<file path="config.mk">
export PLATFORM = sky130hd
export DESIGN_NAME = unified_mem_arbiter
export DESIGN_NICKNAME = d
export VERILOG_FILES = /design/src/rtl/unified_mem_arbiter.sv
export SDC_FILE = /design/constraint.sdc
export NUM_CORES = 1
export LEC_CHECK = 0
export CAP_MARGIN = 20
export CORE_MARGIN = 2
export CORE_UTILIZATION = 46
export CTS_BUF_LIST = sky130_fd_sc_hd__clkbuf_8
export DETAILED_ROUTE_END_ITERATION = 16
export PLACE_DENSITY_LB_ADDON = 0.25
export SYNTH_ARGS = -nofsm -noshare
export SYNTH_HDL_FRONTEND = slang
export SYNTH_SLANG_ARGS = --single-unit
</file>
<file path="constraint.sdc">
create_clock -name clk -period 10 [get_ports clk]
set_input_delay 3 -clock clk [delete_from_list [all_inputs] [get_ports clk]]
set_output_delay 3 -clock clk [all_outputs]
set_load 0.005 [all_outputs]
</file>
<file path="src/rtl/unified_mem_arbiter.sv">
// Arbitrates one single-port unified memory between the instruction-fetch port and the
// data port, sequencing each granted access over a fixed memory latency.
module unified_mem_arbiter #(
    parameter int ADDR_W  = 32,
    parameter int DATA_W  = 32,
    parameter int MEM_LAT = 2
) (
    input  logic              clk,
    input  logic              rst,
    input  logic              if_req,
    input  logic [ADDR_W-1:0] if_addr,
    output logic [DATA_W-1:0] if_rdata,
    output logic              if_ready,
    output logic              if_stall,
    input  logic              d_rd,
    input  logic              d_wr,
    input  logic [ADDR_W-1:0] d_addr,
    input  logic [DATA_W-1:0] d_wdata,
    output logic [DATA_W-1:0] d_rdata,
    output logic              d_ready,
    output logic              d_stall,
    output logic              mem_en,
    output logic              mem_we,
    output logic [ADDR_W-1:0] mem_addr,
    output logic [DATA_W-1:0] mem_wdata,
    input  logic [DATA_W-1:0] mem_rdata
);

    localparam int CNT_W = (MEM_LAT < 2) ? 1 : $clog2(MEM_LAT + 1);

    typedef enum logic [1:0] {
        IDLE,
        BUSY_I,
        BUSY_D
    } state_t;

    typedef enum logic {
        GRANT_IF,
        GRANT_D
    } grant_t;

    state_t            state, state_n;
    grant_t            last_grant;
    logic [CNT_W-1:0]  cnt, cnt_n;
    logic [ADDR_W-1:0] cmd_addr;
    logic [DATA_W-1:0] cmd_wdata;
    logic              cmd_we;
    logic [DATA_W-1:0] if_hold, d_hold;
    logic              data_pend, busy, first_cycle, last_cycle;
    logic              latch_if, latch_d;

    assign data_pend   = d_rd | d_wr;
    assign busy        = (state != IDLE);
    assign first_cycle = busy && (cnt == CNT_W'(1));
    assign last_cycle  = busy && (cnt == CNT_W'(MEM_LAT));

    // On a tie the port that was not served last wins, so contention alternates.
    always_comb begin
        state_n  = state;
        cnt_n    = cnt;
        latch_if = 1'b0;
        latch_d  = 1'b0;
        case (state)
            IDLE: begin
                if (data_pend && (!if_req || last_grant == GRANT_IF)) begin
                    state_n = BUSY_D;
                    cnt_n   = CNT_W'(1);
                    latch_d = 1'b1;
                end else if (if_req) begin
                    state_n  = BUSY_I;
                    cnt_n    = CNT_W'(1);
                    latch_if = 1'b1;
                end
            end
            BUSY_I, BUSY_D: begin
                if (last_cycle) begin
                    state_n = IDLE;
                    cnt_n   = '0;
                end else begin
                    cnt_n = cnt + CNT_W'(1);
                end
            end
            default: begin
                state_n = IDLE;
                cnt_n   = '0;
            end
        endcase
    end

    always_ff @(posedge clk or posedge rst) begin
        if (rst) begin
            state      <= IDLE;
            cnt        <= '0;
            last_grant <= GRANT_IF;
            cmd_addr   <= '0;
            cmd_wdata  <= '0;
            cmd_we     <= 1'b0;
            if_hold    <= '0;
            d_hold     <= '0;
        end else begin
            state <= state_n;
            cnt   <= cnt_n;
            if (latch_d) begin
                cmd_addr  <= d_addr;
                cmd_wdata <= d_wdata;
                cmd_we    <= d_wr;
            end else if (latch_if) begin
                cmd_addr <= if_addr;
                cmd_we   <= 1'b0;
            end
            if (last_cycle) begin
                last_grant <= (state == BUSY_D) ? GRANT_D : GRANT_IF;
                if (state == BUSY_I) begin
                    if_hold <= mem_rdata;
                end else if (!cmd_we) begin
                    d_hold <= mem_rdata;
                end
            end
        end
    end

    // Read data is passed through in the ready cycle and held afterwards.
    always_comb begin
        mem_en    = first_cycle;
        mem_we    = first_cycle & cmd_we;
        mem_addr  = cmd_addr;
        mem_wdata = cmd_wdata;
        if_ready  = last_cycle && (state == BUSY_I);
        d_ready   = last_cycle && (state == BUSY_D);
        if_rdata  = if_ready ? mem_rdata : if_hold;
        d_rdata   = (d_ready && !cmd_we) ? mem_rdata : d_hold;
        if_stall  = if_req & ~if_ready;
        d_stall   = data_pend & ~d_ready;
    end

endmodule

</file>
==> summary.md <==
| Metric | Value |
|---|---|
| Die Area | `13630 um2` |
| Post-Syn Nets | `602` |
| Critical Path Slowest Stage Cell | `clkdlybuf4s50_1` |
| Post-synth EDFFs | `0` |
| Via count | `4685` |
| Max Cap Violations | `0` |
| Diodes inserted | `0` |
| Seq. cell area | `3353 um2` |
| CTS root buffer | `clkbuf_8` |
| Placer Congestion | `0.8105` |
| Primary FF master, synth | `dfrtp_1` |
| RSZ-0062 raised after global routing | `no` |
| Tot Pwr | `2.638 mW` |
| CTS Hold Buffers Added | `0` |
| Worst-margin pin slew | `1.015 ns` |
| Depth of the CTS H-tree | `4` |
| CP Cell Sequence | `clkdlybuf4s50_1 -> nor2b_1 -> clkdlybuf4s50_1` |
| Via-to-Cell Ratio | `5.160` |
| Clock Skew | `0.008551 ns` |
| WL per Instance | `17.44 um` |
| Worst-path fanout max | `7` |
| Clock Tree Buf Depth | `2` |
| Vias in the first global route | `4855` |
| CTS tree | `done` |
| Detailed Place HPWL | `11.18 mm` |
| Layout Cells excl Fill | `908` |
| Final setup fails | `0` |
| Cell Area, Synth | `5846 um2` |
| PortBufs | `266` |
| DR pass1 iterations | `4` |
| Critical path class | `input pin to output port` |
| Final core utilization | `72.20%` |
| Die width | `116.7 um` |
| Crit path DAT | `4.37 ns` |
| Synth Instances | `464` |
| Dpl cell area | `8675 um2` |
| Internal | `1.822 mW` |
| Combinational share of power | `49.4%` |
| Most frequent cells in the layout | `266 x clkdlybuf4s50_1, 134 x dfrtp_1, 126 x mux2_2` |
| P per Cell Area | `291.9 nW/um2` |
| Synth Area per Inst | `12.60 um2` |
| Status | `completed` |
| Worst R2R End | `mem_addr[7]` |
| Core area | `12520 um2` |
| Post-DRT Antenna Nets | `0` |
| Commonest non-fill, non-tap cell in the layout | `clkdlybuf4s50_1` |
| Crit-path most repeated cell | `clkdlybuf4s50_1` |
| Sequential share of the synthesized area | `57.36%` |
| Total clock buffers created by CTS | `17` |
| Final WL | `15.83 mm` |
| Multi-input gate area | `2355 um2` |
| Post-route setup TNS | `0 ns` |
| Worst hold path type | `flop to flop` |
| Worst-path clk slew | `0.06 ns` |
| DRC Markers | `0` |
| Initial Util | `46.70%` |
| R2R Path Start | `state[1]` |
| Fin. max-slew vios | `0` |
| R2R setup slack | `7.41 ns` |
| Row count | `41` |
| Hold Path Depth | `2` |
| Sequential share of power | `35.3%` |
| Slowest cell delay on critical path | `0.68 ns` |
| Dpl cells | `879` |
| Worst vdd ir | `0.1770 mV` |
| PnR worst setup slack | `2.627 ns` |
| Largest net degree at the start of global routing | `73` |
| Switching power | `816.6 uW` |
| Buf/Inv on CP | `2` |
| Global Route Usage Sum | `23.05%` |
| Antenna violations before repair | `0` |
| First-pass GRT wire length | `23.89 mm` |
| FF-to-FF path depth | `6` |
| Initial DRC count | `196` |
| Pleak | `3.821 nW` |
| Yosys reg bits | `134` |
| I/O pin total | `267` |
| Slew HR | `32.30%` |
| Number of clock sinks | `134` |
| Switching share of total power | `30.95%` |
| Final hold vios | `0` |
| Post-cts resize count | `0` |
| Ratio of cells with drive above 1 in the final layout | `22.55%` |
| Total of warnings raised by yosys | `0` |
| Fill count | `924` |
| Number of nets at the end of the flow | `865` |
| Critical Path RT | `7.00 ns` |
| Remaining Overflow, GRT | `0` |
| Die Span Y | `116.7 um` |
| Cell area after layout | `9037 um2` |
| Area Growth Syn to Fin | `54.60%` |
| Clock power frac | `15.3%` |
| Fin crit period | `7.373 ns` |
| Clock Latency Late Sink | `0.43 ns` |
| DP Worst Slack | `2.643 ns` |
| Netlist cell types | `31` |
| Crit share post-route | `73.73%` |
| WHS | `0.4824 ns` |
| Setup bufs post-CTS | `0` |
| Nature of the critical path startpoint | `input pin` |
| Async SR Flop Fraction | `100.0%` |
| Max Fclk | `0.1356 GHz` |
| Crit. End Element | `output port` |
| CP delay by family, top | `buffers and inverters` |
| Min-Delay Startpoint | `mem_addr[1]` |
| Hold worst-path end | `mem_addr[1]` |
## state kept, by name, summed over array words and instances, names as in the netlist
signal and flops:
state 2, cmd_we 1, if_hold 32, last_grant 1, d_hold 32, mem_addr 32, mem_wdata 32, cnt 2
## worst max path at each step
stage | start | end | slack, ns | depth (start not counted)
6_report | if_req | if_stall | 2.63 | 3
4_1_cts | if_req | if_stall | 2.64 | 3
3_5_place_dp | if_req | if_stall | 2.64 | 3
3_3_place_gp | d_rd | d_stall | 2.66 | 4
5_1_grt | if_req | if_stall | 2.56 | 3
2_1_floorplan | rst | cmd_we | 3.42 | 1
## Yosys cell counts, types with 2 or more instances
cell,instances,area (um2)
buf_2,11,55.05
ha_1,5,62.56
and2_1,2,12.51
mux2_1,2,22.52
a21oi_1,34,170.2
buf_4,3,22.52
nand2_1,36,135.1
o31ai_1,2,15.01
o21ai_1,5,25.02
mux2_2,126,1419
dfrtp_1,134,3353
clkbuf_1,17,63.81
nor2_1,6,22.52
inv_1,5,18.77
o21ai_0,60,300.3
## worst register-to-register path, cell delays in order (launching register included)
cell,delay [ns]
dfrtp_1,0.41
inv_1,0.13
ha_1,0.18
buf_4,0.39
o31a_1,0.92
o21ai_0,0.23
o21ai_0,0.24
## power groups by stage
stage	registers [mW]	clock network [mW]	logic, mW
after global placement	0.921	0	1.27
after floorplan	0.925	0	0.584
after global routing	0.963	0.439	1.41
after detailed placement	0.939	0	1.31
after CTS	0.933	0.415	1.31
final	0.931	0.404	1.30
## final cells by class
class,instances,share of cell area [%]
Tap cell,172,2.381
Sequential cell,134,37.10
Clock inverter,7,0.6507
Inverter,5,0.2354
Timing Repair Buffer,275,30.38
Multi-Input combinational cell,294,26.06
Clock buffer,21,3.198
## layer usage
metal  vias up  track usage (%)  routed length (um)
li1       2160                -                   -
met1      2268            25.39                6077
met2       211            38.00                7597
met3        46            9.185                1463
met4         0            13.10                 694
met5         -                0                   0
## logic make-up (layout without fill, tap and decap cells)
| kind of cell | count (synthesis) | count (layout) | share of synthesized area [%] |
|---|---|---|---|
| buffers and inverters | 36 | 308 | 2.740 |
| AO/OA/AOI/OAI | 107 | 107 | 9.717 |
| adder cells (fa/ha/maj) | 5 | 5 | 1.070 |
| AND/OR/NAND/NOR | 53 | 53 | 4.281 |
| multiplexers | 129 | 129 | 24.83 |
| flip-flops | 134 | 134 | 57.36 |
No activity file was read; power rests on OpenSTA's default activity.
